===== src/rtl/gate_sweep_pkg.sv =====
// Shared types and constants for the gate-unit self-test sequencer.
// The truth table packs vector k = {a,b} at bits [7k+6:7k].
package gate_sweep_pkg;

  localparam int NUM_VEC = 4;
  localparam int RES_W   = 7;
  localparam int TT_W    = NUM_VEC * RES_W;

  localparam int AND_B  = 6;
  localparam int NAND_B = 5;
  localparam int OR_B   = 4;
  localparam int NOR_B  = 3;
  localparam int XOR_B  = 2;
  localparam int XNOR_B = 1;
  localparam int NOT_B  = 0;

  // Expected {and,nand,or,nor,xor,xnor,not} per vector, vector 3 in the MSBs.
  localparam logic [TT_W-1:0] GOLDEN_TT = {7'h52, 7'h34, 7'h35, 7'h2B};

  typedef enum logic [2:0] {
    ST_IDLE    = 3'd0,
    ST_SETTLE  = 3'd1,
    ST_CAPTURE = 3'd2,
    ST_CHECK   = 3'd3,
    ST_DONE    = 3'd4
  } sweep_state_e;

  function automatic logic [RES_W-1:0] tt_vec(input logic [TT_W-1:0] tt,
                                              input logic [1:0]      k);
    return tt[int'(k) * RES_W +: RES_W];
  endfunction

endpackage


===== src/rtl/sweep_settle_timer.sv =====
// Settle counter: cleared while not settling, counts up while enabled and
// flags the last settle cycle so the sequencer can move on to capture.
module sweep_settle_timer #(
  parameter int SETTLE_CYCLES = 2,
  parameter int CNT_W         = 4
) (
  input  logic clk,
  input  logic rst,
  input  logic clear,
  input  logic enable,
  output logic tc
);

  logic [CNT_W-1:0] cnt_q;
  logic [CNT_W-1:0] cnt_d;

  always_comb begin
    cnt_d = cnt_q;
    if (clear) begin
      cnt_d = '0;
    end else if (enable) begin
      cnt_d = cnt_q + CNT_W'(1);
    end
  end

  always_ff @(posedge clk) begin
    if (rst) begin
      cnt_q <= '0;
    end else begin
      cnt_q <= cnt_d;
    end
  end

  assign tc = (cnt_q == CNT_W'(SETTLE_CYCLES - 1));

endmodule


===== src/rtl/gate_sweep_ctrl.sv =====
// Self-test sequencer: sweeps a/b through all four input pairs, captures the
// seven gate outputs per vector and grades the table against golden values.
module gate_sweep_ctrl
  import gate_sweep_pkg::*;
#(
  parameter int SETTLE_CYCLES = 2,
  parameter int CNT_W         = 4
) (
  input  logic             clk,
  input  logic             rst,
  input  logic             start,
  input  logic             abort,
  input  logic [RES_W-1:0] gate_res,
  output logic             gate_a,
  output logic             gate_b,
  output logic             busy,
  output logic             done,
  output logic             pass,
  output logic [RES_W-1:0] fail_mask,
  output logic [TT_W-1:0]  truth_table
);

  sweep_state_e     state_q;
  sweep_state_e     state_d;
  logic [1:0]       idx_q;
  logic [1:0]       idx_d;
  logic [TT_W-1:0]  tt_q;
  logic [TT_W-1:0]  tt_d;
  logic [RES_W-1:0] mask_q;
  logic [RES_W-1:0] mask_d;
  logic             pass_q;
  logic             pass_d;
  logic [RES_W-1:0] mismatch;
  logic             settle_clear;
  logic             settle_en;
  logic             settle_tc;

  sweep_settle_timer #(
    .SETTLE_CYCLES (SETTLE_CYCLES),
    .CNT_W         (CNT_W)
  ) u_settle_timer (
    .clk    (clk),
    .rst    (rst),
    .clear  (settle_clear),
    .enable (settle_en),
    .tc     (settle_tc)
  );

  always_ff @(posedge clk) begin
    if (rst) begin
      state_q <= ST_IDLE;
    end else begin
      state_q <= state_d;
    end
  end

  // abort is only meaningful once a sweep is running; DONE always returns to IDLE.
  always_comb begin
    state_d = state_q;
    unique case (state_q)
      ST_IDLE: begin
        if (start) state_d = ST_SETTLE;
      end
      ST_SETTLE: begin
        if (abort)          state_d = ST_IDLE;
        else if (settle_tc) state_d = ST_CAPTURE;
      end
      ST_CAPTURE: begin
        if (abort)               state_d = ST_IDLE;
        else if (idx_q == 2'd3)  state_d = ST_CHECK;
        else                     state_d = ST_SETTLE;
      end
      ST_CHECK: begin
        if (abort) state_d = ST_IDLE;
        else       state_d = ST_DONE;
      end
      ST_DONE: state_d = ST_IDLE;
      default: state_d = ST_IDLE;
    endcase
  end

  always_comb begin
    busy         = 1'b0;
    done         = 1'b0;
    gate_a       = 1'b0;
    gate_b       = 1'b0;
    settle_en    = 1'b0;
    settle_clear = 1'b1;
    unique case (state_q)
      ST_SETTLE: begin
        busy         = 1'b1;
        gate_a       = idx_q[1];
        gate_b       = idx_q[0];
        settle_en    = 1'b1;
        settle_clear = 1'b0;
      end
      ST_CAPTURE, ST_CHECK: begin
        busy   = 1'b1;
        gate_a = idx_q[1];
        gate_b = idx_q[0];
      end
      ST_DONE: done = 1'b1;
      default: ;
    endcase
  end

  always_comb begin
    mismatch = '0;
    for (int k = 0; k < NUM_VEC; k++) begin
      mismatch = mismatch | (tt_vec(tt_q, 2'(k)) ^ tt_vec(GOLDEN_TT, 2'(k)));
    end
  end

  // An abort freezes the captured table and leaves the verdict cleared.
  always_comb begin
    idx_d  = idx_q;
    tt_d   = tt_q;
    mask_d = mask_q;
    pass_d = pass_q;
    unique case (state_q)
      ST_IDLE: begin
        if (start) begin
          idx_d  = 2'd0;
          tt_d   = '0;
          mask_d = '0;
          pass_d = 1'b0;
        end
      end
      ST_SETTLE: begin
        if (abort) idx_d = 2'd0;
      end
      ST_CAPTURE: begin
        if (abort) begin
          idx_d = 2'd0;
        end else begin
          for (int k = 0; k < NUM_VEC; k++) begin
            if (idx_q == 2'(k)) tt_d[k*RES_W +: RES_W] = gate_res;
          end
          if (idx_q != 2'd3) idx_d = idx_q + 2'd1;
        end
      end
      ST_CHECK: begin
        if (abort) begin
          idx_d = 2'd0;
        end else begin
          mask_d = mismatch;
          pass_d = (mismatch == '0);
        end
      end
      ST_DONE: idx_d = 2'd0;
      default: ;
    endcase
  end

  always_ff @(posedge clk) begin
    if (rst) begin
      idx_q  <= 2'd0;
      tt_q   <= '0;
      mask_q <= '0;
      pass_q <= 1'b0;
    end else begin
      idx_q  <= idx_d;
      tt_q   <= tt_d;
      mask_q <= mask_d;
      pass_q <= pass_d;
    end
  end

  assign pass        = pass_q;
  assign fail_mask   = mask_q;
  assign truth_table = tt_q;

endmodule


===== config.mk =====
export PLATFORM = sky130hd
export DESIGN_NAME = gate_sweep_ctrl
export DESIGN_NICKNAME = d
export VERILOG_FILES = /design/src/rtl/gate_sweep_pkg.sv /design/src/rtl/sweep_settle_timer.sv /design/src/rtl/gate_sweep_ctrl.sv
export SDC_FILE = /design/constraint.sdc
export NUM_CORES = 1
export LEC_CHECK = 0
export ABC_CLOCK_PERIOD_IN_PS = 1900
export BUFFER_PORTS_ARGS = -buffer_cell sky130_fd_sc_hd__buf_2
export CORE_MARGIN = 2
export CORE_UTILIZATION = 55
export CTS_BUF_LIST = sky130_fd_sc_hd__clkbuf_4
export CTS_CLUSTER_DIAMETER = 50
export CTS_CLUSTER_SIZE = 40
export DETAILED_ROUTE_END_ITERATION = 8
export GPL_ROUTABILITY_DRIVEN = 0
export PLACE_DENSITY = 0.81
export SYNTH_ARGS = -nofsm -noshare
export SYNTH_HDL_FRONTEND = slang
export SYNTH_HIERARCHICAL = 1
export SYNTH_SLANG_ARGS = --single-unit

===== constraint.sdc =====
create_clock -name clk -period 1.9 [get_ports clk]
set_input_delay 0.38 -clock clk [delete_from_list [all_inputs] [get_ports clk]]
set_output_delay 0.38 -clock clk [all_outputs]
set_load 0.05 [all_outputs]

==> metrics list, run 1 <==
- Status: complete, no violations
- The critical path is of the reg -> out type.
- The synthesized design spends more area on one cell type than any other, namely sky130_fd_sc_hd__dfxtp_1.
* DP Wirelength: 3300 um
- During synthesis, Yosys emitted a total of 6 warnings.
- For this run, the slowest stage of the critical path takes 0.50 ns.
- CTS sink cnt: 45
- The sequential cells in the finished layout cover a total of 907 sq um.
- A synthesized cell averages 9.85 sq um.
- Cell family with the largest share of critical-path delay: flip-flops
* Max-slew violation total from the final report: 0
* Core Rows: 22
- Number of distinct library cells after synthesis: 37
- PD cells: 620 nW/um^2
* Final critical-path share of the clock period: 0.923
- The finished cells cover 2510 sq um.
* CTS buffer count: 5
- Worst hold slack: 0.331 ns
- Derived from the worst setup path, the maximum achievable clock frequency is 0.570 GHz.
- After synthesis, the cell types taking the most area are sky130_fd_sc_hd__dfxtp_1, sky130_fd_sc_hd__mux2i_1, sky130_fd_sc_hd__nor2_1.
* Reg2Reg Depth: 5
* Sequential element share of the synthesized area: 0.423
* Peak supply drop: 0.526 mV
- Worst hold path stage count: 3
* Synth Register Bits: 45
- The final number of hold-violating endpoints came to 0.
- Hold Crit Endpoint: state_q[2]
- Count of input and output buffers: 50
* Fin Clk Skew: 0.00801 ns
- Once the clock tree was built, the setup fixing pass inserted 0 buffers.
- CP Cell Sequence: inv_1 > nor3_2 > buf_2
- The worst register-to-register path begins at state_q[1].
* Count of flip-flops with a built-in enable after synthesis: 0
- The number of buffers and inverters on the critical path is 2.
- The via count of the first global-routing pass is 1700.
- The tightest min-delay check is of the in -> reg type.
* Die area: 4380 sq um
* Detail Route Antenna Nets: 0
- In the final design database the tool counted 286 nets.
- Of the total synthesized cell area, the portion taken by AND, OR, NAND and NOR gates is 0.233.
* Vias after detailed routing: 1771
* Global-route wire length before repair: 7850 um
- After clock tree synthesis, the repair step resized 2 gates.
* Reg-to-reg setup timing slack: 0.22 ns
- Starting DRC count in detailed routing: 78
- From bottom edge to top edge, the die measures 66.2 um.
- After detailed routing, the total wire length is 4480 um.
* Most frequently used flop master after synthesis: sky130_fd_sc_hd__dfxtp_1
- Clock buffer depth: 2
- Setup repair after global routing missed its margin: false
- Source-to-sink clock delay at the later pin of the worst-skew pair: 0.36 ns
- Static power due to leakage: 1.21 nW
- For this run, the total global-route usage over all layers was measured as 0.235.
* TritonCTS clock tree: done
- Remaining Overflow, GRT: 0
* Arrival time of data at the critical path endpoint: 1.37 ns
* Starting density of the core: 0.577
- Max-cap violations in this run came to 0.
* Standard cell area after detailed placement: 2440 sq um
- Fraction of the mapped netlist area in compound gates: 0.0941
- Number of detailed-route iterations in the first pass: 4
* Capture point of the worst reg-to-reg path: pass
* Share of cell area taken by muxes after synthesis: 0.170
* Fraction of synthesized cell area in xor and xnor cells: 0.00412
- The die is 66.2 um wide.
* Crit path max-delay cell type: sky130_fd_sc_hd__dfxtp_2
- Core footprint: 3690 sq um
- Number of antenna violations at the first check in global routing: 0
- Fill cell total of the finished layout: 312
* Share of flip-flops with an asynchronous set or reset after synthesis: 0
* Largest driver fanout on the critical path: 12
* Adder-cell share of the synthesized area: 0.0353
- Max transition margin: 0.631
* Mapped cell area: 2130 sq um
- Start point of the worst hold path: abort
* Worst-Margin Slew: 0.546 ns
* Area share of the largest cell type after synthesis: 0.423
- Maximum number of pins on one net before global-route repair: 26
- After detailed routing, the average wire length per cell comes to 14.1 um.
* Clock root cell: sky130_fd_sc_hd__clkbuf_4
* H-Tree Depth: 2
* Dominant combinational cell family by area after synthesis: simple AND/OR/NAND/NOR gates
- After clock tree synthesis, the flow added hold-fix buffers numbering 0.
- Crit path time final: 1.75 ns
- 0 antenna diodes ended up in the layout.
- DRC viols: 0
* Startpoint kind of the worst setup timing path: register
* Clock transition at path regs: 0.13 ns
- Data on the critical path is required at its endpoint by 1.52 ns.
- Compared with the post-synthesis result, the final layout area differs by 18.1%.
- I/O pins: 51
* Net count of the mapped netlist: 233
- Fraction of final layout cells with drive strength greater than 1: 0.300
* Cell count after synthesis: 216
- Via count normalized by instance count: 5.57
- Worst setup EP type: output pin
- Final-report setup violation count: 0
* Total area of multi-input combinational cells: 1150 sq um
==> stage by stage <==
stage	cells	power, W	utilization	worst slack, ns	TNS, ns
global route	318	0.00163	0.681	0.0290	0
global placement	310	0.00112	0.663	0.0864	0
CTS	318	0.00157	0.678	0.0196	0
finish	318	0.00156	0.681	0.145	0
detailed placement	310	0.00112	0.663	0.0251	0
floorplan	216	0.00109	-	-0.0423	-0.0846
==> synth_stat cells (all sizes together) (2+ instances only) <==
| library cell | instances |
|---|---|
| o221ai | 4 |
| or4 | 2 |
| ha | 6 |
| nor3b | 3 |
| nor4bb | 3 |
| nor4b | 2 |
| and4b | 2 |
| nand3b | 4 |
| nand4 | 2 |
| buf | 6 |
| nor3 | 7 |
| clkbuf | 6 |
| nor2b | 4 |
| dfxtp | 45 |
| nand2 | 5 |
| and3 | 8 |
| nor2 | 47 |
| inv | 7 |
| a21oi | 4 |
| mux2i | 35 |
==> flip-flops by register name (all words and copies together), names as in the netlist <==
name / count
fail_mask: 7
u_settle_timer/cnt_q: 4
pass: 1
state_q: 3
truth_table: 28
idx_q: 2
==> report_power, final <==
part	leakage, nW	internal (W)	switching, W	total (W)
clock	0.0354	0.000156	0.000302	0.000458
sequential	0.364	0.000946	0.00000689	0.000953
combinational	0.810	0.0000634	0.0000849	0.000148
total	1.21	0.00116	0.000394	0.00156
==> cell families (layout without fill, tap and decap cells) <==
logic type / Yosys count / in the layout
compound gates: 15 / 15
simple gates: 94 / 94
xor+xnor: 1 / 1
flops: 45 / 45
mux: 36 / 36
buf+inv: 19 / 73
fa+ha+maj: 6 / 6
==> cell usage in the layout, fill, tap and decap left out, types with 3 or more instances in the layout <==
master / n
sky130_fd_sc_hd__buf_4: 8
sky130_fd_sc_hd__nand3b_1: 4
sky130_fd_sc_hd__nor2_1: 46
sky130_fd_sc_hd__nor3_1: 6
sky130_fd_sc_hd__nand2_1: 5
sky130_fd_sc_hd__mux2i_1: 35
sky130_fd_sc_hd__nor4bb_1: 3
sky130_fd_sc_hd__a21oi_1: 3
sky130_fd_sc_hd__clkbuf_4: 7
sky130_fd_sc_hd__ha_1: 6
sky130_fd_sc_hd__and3_1: 8
sky130_fd_sc_hd__dfxtp_1: 42
sky130_fd_sc_hd__buf_2: 49
sky130_fd_sc_hd__o221ai_4: 4
sky130_fd_sc_hd__inv_1: 7
sky130_fd_sc_hd__nor3b_1: 3
==> area by class of cell <==
cell class,count,share of cell area
Multi-Input combinational cell,152,0.458
Sequential cell,45,0.361
Timing Repair Buffer,58,0.124
Tap cell,48,0.0239
Clock buffer,6,0.0179
Inverter,7,0.0105
Clock inverter,2,0.00398
==> worst register-to-register path, cell delays in order, from the launching register on <==
cell,delay (ns)
sky130_fd_sc_hd__dfxtp_2,0.37
sky130_fd_sc_hd__buf_4,0.15
sky130_fd_sc_hd__or3b_4,0.40
sky130_fd_sc_hd__a21oi_4,0.35
sky130_fd_sc_hd__nand2_1,0.12
sky130_fd_sc_hd__o32ai_2,0.20
==> worst max path at each step <==
stage / start / endpoint / slack, ns / cells past startpoint
5_1_grt: state_q[2] / done / 0.03 / 3
6_report: state_q[2] / done / 0.15 / 3
3_5_place_dp: abort / truth_table[5] / 0.03 / 5
4_1_cts: state_q[1] / truth_table[5] / 0.02 / 4
2_1_floorplan: state_q[2] / gate_a / -0.04 / 2
3_3_place_gp: abort / truth_table[4] / 0.09 / 5
==> metal layers <==
metal	GRT usage	wire [um]
met2	0.378	2120
met1	0.296	2010
met4	0.120	150
met5	0	0
met3	0.0494	199
Power figures use the tool's default switching activity.
==> run 2: changes to the inputs <==
- CORE_UTILIZATION: 55 -> 53
- CTS_BUF_LIST: sky130_fd_sc_hd__clkbuf_4 -> sky130_fd_sc_hd__clkbuf_8 sky130_fd_sc_hd__clkbuf_16
- PLACE_DENSITY: 0.81 -> 0.78
==> run 2 against run 1 <==
  * First-iteration DRC count decreased by 55%
  * Sequential share of layout area decreased by 0.54 points
  * Non-clock buffer count decreased by 2
  * Register-to-register slack got worse by 0.02 ns
  * Flip-flop and latch count unchanged
  * Sequential power about the same
  * Worst setup slack got worse by 0.00055 ns
  * Global-route usage decreased by 2.1 points
  * Critical path type unchanged
  * Largest power group unchanged
  * Highest routed layer unchanged
==> metrics list, run 2 (same netlist as run 1, synthesis figures left out) <==
* Nets@finish: 284 (-0.70%)
* Worst path setup slack after routing: 0.145 ns (-0.000546 ns)
* PD cells: 687 nW/um^2 (+11%)
- The worst slew slack as a fraction of its limit is 0.610 (-0.0207).
* Worst-Margin Slew: 0.577 ns (+0.0307 ns)
- The number of inserted diodes was 0 (unchanged).
- The number of cells traversed by the worst hold path is 3 (unchanged).
* Worst setup EP type: output pin
- Die area: 4540 sq um (+3.6%)
- The endpoint arrival time on the critical path came to 1.38 ns (about the same).
* Detail Route Antenna Nets: 0 (unchanged)
* Cell family with the largest share of critical-path delay: buffers and inverters
* Delay contributed by the slowest stage of the critical path: 0.40 ns (-0.10 ns)
- Core footprint: 3940 sq um (+6.9%)
- The tightest min-delay check is of the in -> reg type.
- Core Rows: 23 (+4.5%)
* Capture point of the worst reg-to-reg path: fail_mask[5]
- Fill cell total of the finished layout: 329 (+5.4%)
* Final count of hold timing violations: 0 (unchanged)
- Clock buffer depth: 2 (unchanged)
- The static leakage power was 1.22 nW (+0.75%).
- TritonCTS built the clock tree.
- The post-route clock skew came to 0.00544 ns (-0.00257 ns).
* Layout-stage area growth over the synthesis result: 19.4%
* DRC viols: 0 (unchanged)
- The total detailed-routing wirelength came to 4630 um (+3.4%).
* Via count of the first global-routing pass: 1544 (-9.2%)
- Max-capacitance violation count: 0 (unchanged)
- The die outline height came to 67.4 um (+1.8%).
- Total area of multi-input combinational cells: 1150 sq um (unchanged)
- Maximum number of pins on one net before global-route repair: 24 (-7.7%)
- Routed len/inst: 14.6 um (+3.4%)
- Fmax: 0.570 GHz (about the same)
* Fraction of final layout cells with drive strength greater than 1: 0.291 (-0.00896)
- CTS placed an instance of sky130_fd_sc_hd__clkbuf_8 at the clock tree root.
* Vias after detailed routing: 1708 (-3.6%)
- Count of input and output buffers: 50 (unchanged)
- The count of H-tree levels built during CTS was 2 (unchanged).
- The via count normalized by instance count came to 5.37 (-3.6%).
* Most common library cell in the layout ignoring fill and taps: sky130_fd_sc_hd__buf_2
- Worst Path Class, Setup: reg -> out
- The worst-case register-to-register setup slack came to 0.20 ns (-0.02 ns).
- The buffer count from post-CTS setup fixing was 0 (unchanged).
* Remaining Overflow, GRT: 0 (unchanged)
- The CTS sink count was 45 (unchanged).
* Source-to-sink clock delay at the later pin of the worst-skew pair: 0.30 ns (-0.06 ns)
- Number of antenna violations at the first check in global routing: 0 (unchanged)
- The storage element area was 903 sq um (-0.41%).
- Post-place setup slack: 0.0750 ns (+0.0499 ns)
- The critical path required time was 1.52 ns (about the same).
- Critical path buffers and inverters: 2 (unchanged)
- Global Route Usage Sum: 0.214 (-0.0210)
- The flip-flop count of the largest register, all copies and words added came to 28 (unchanged).
- Reg2Reg Depth: 5 (unchanged)
- The biggest fanout along the worst timing path came to 7 (-5).
* Aggregate negative setup slack: 0 ns (unchanged)
- STA classifies the critical path startpoint as a register.
* Number of detailed-route iterations in the first pass: 4 (unchanged)
* Max-slew violation total from the final report: 0 (unchanged)
- The number of endpoints failing setup at the final stage is 0 (unchanged).
* CTS buffer count: 5 (unchanged)
- Start point of the worst hold path: abort
* Global-route wire length before repair: 7220 um (-7.9%)
- The slowest stage of the critical path belongs to the cell sky130_fd_sc_hd__dfxtp_1.
* Number of cells in the design after placement: 310 (unchanged)
* Die boundary width: 67.4 um (+1.8%)
* Crit path time final: 1.76 ns (+0.000546 ns)
- Final critical-path share of the clock period: 0.924 (about the same)
* Clock transition at path regs: 0.08 ns (-0.05 ns)
- Most used cells in the layout excluding fill and tap cells: sky130_fd_sc_hd__buf_2, sky130_fd_sc_hd__nor2_1, sky130_fd_sc_hd__dfxtp_1
* Hold Crit Endpoint: state_q[2]
- The I/O pin total was 51 (unchanged).
- Peak supply drop: 0.541 mV (+2.8%)
- Startpoint of the most critical register-to-register path: state_q[1]
* Starting density of the core: 0.540 (-0.0372)
- DP Wirelength: 3310 um (+0.20%)
* Status: complete, no violations
* Starting DRC count in detailed routing: 35 (-55%)
- Setup repair after global routing left no endpoint under its margin.
- The signal on the critical path passes through buf_4 > nor2_1 > nor3_1 > buf_2.
- The non-filler instance count after layout was 318 (unchanged).
-- run 2: cell count changes in the layout (fill, tap and decap cells not counted), sizes merged --
cell	delta
clkinv	-1
buf	-1
-- run 2: routing by layer --
metal | vias to the layer above | track usage | routed length, um
li1 | 854 | - | -
met4 | 0 | 0.0918 | 57
met1 | 806 | 0.268 | 2050
met3 | 7 | 0.0483 | 284
met5 | - | 0 | 0
met2 | 41 | 0.354 | 2230
-- run 2: how the worst max path moves through the flow --
stage                           from  slack, ns  cells past startpoint               to
after floorplan           state_q[2]      -0.04                      2           gate_a
after global placement         abort       0.10                      5  truth_table[14]
after detailed placement       abort       0.08                      5  truth_table[10]
after CTS                 state_q[0]       0.03                      3           gate_a
after global routing      state_q[1]       0.06                      4           gate_b
final                     state_q[1]       0.14                      4           gate_a
-- run 2: stage by stage --
step | utilization | cell area [sq um] | power (W) | hold WS (ns)
finish | 0.645 | 2540 | 0.00175 | 0.435
global route | 0.645 | 2540 | 0.00180 | 0.446
CTS | 0.643 | 2530 | 0.00176 | 0.414
detailed placement | 0.617 | 2430 | 0.00112 | 0.486
global placement | 0.617 | 2430 | 0.00112 | 0.476
floorplan | - | 2130 | 0.00109 | 0.459
-- run 2: area by class of cell --
type / count / share of cell area
multi-input cells: 152 / 0.453
clock buffers: 7 / 0.0379
well taps: 50 / 0.0246
inverters: 7 / 0.0103
flip-flops and latches: 45 / 0.355
clock inverters: 1 / 0.00197
repair buffers: 56 / 0.116
-- run 2: where the power goes --
part	total [W]	internal, W	switching [W]
combinational	0.000151	0.0000635	0.0000877
clock	0.000642	0.000329	0.000313
sequential	0.000952	0.000945	0.00000717
-- run 2: repair_timing --
action,CTS,global route
hold buffers,0,0
endpoints found under the setup margin,0,32
resized for setup,0,4
-- run 2: tightest hold or removal path, stage by stage --
cell	delay (ns)
sky130_fd_sc_hd__buf_2	0.10
sky130_fd_sc_hd__buf_4	0.15
sky130_fd_sc_hd__nor3_1	0.06
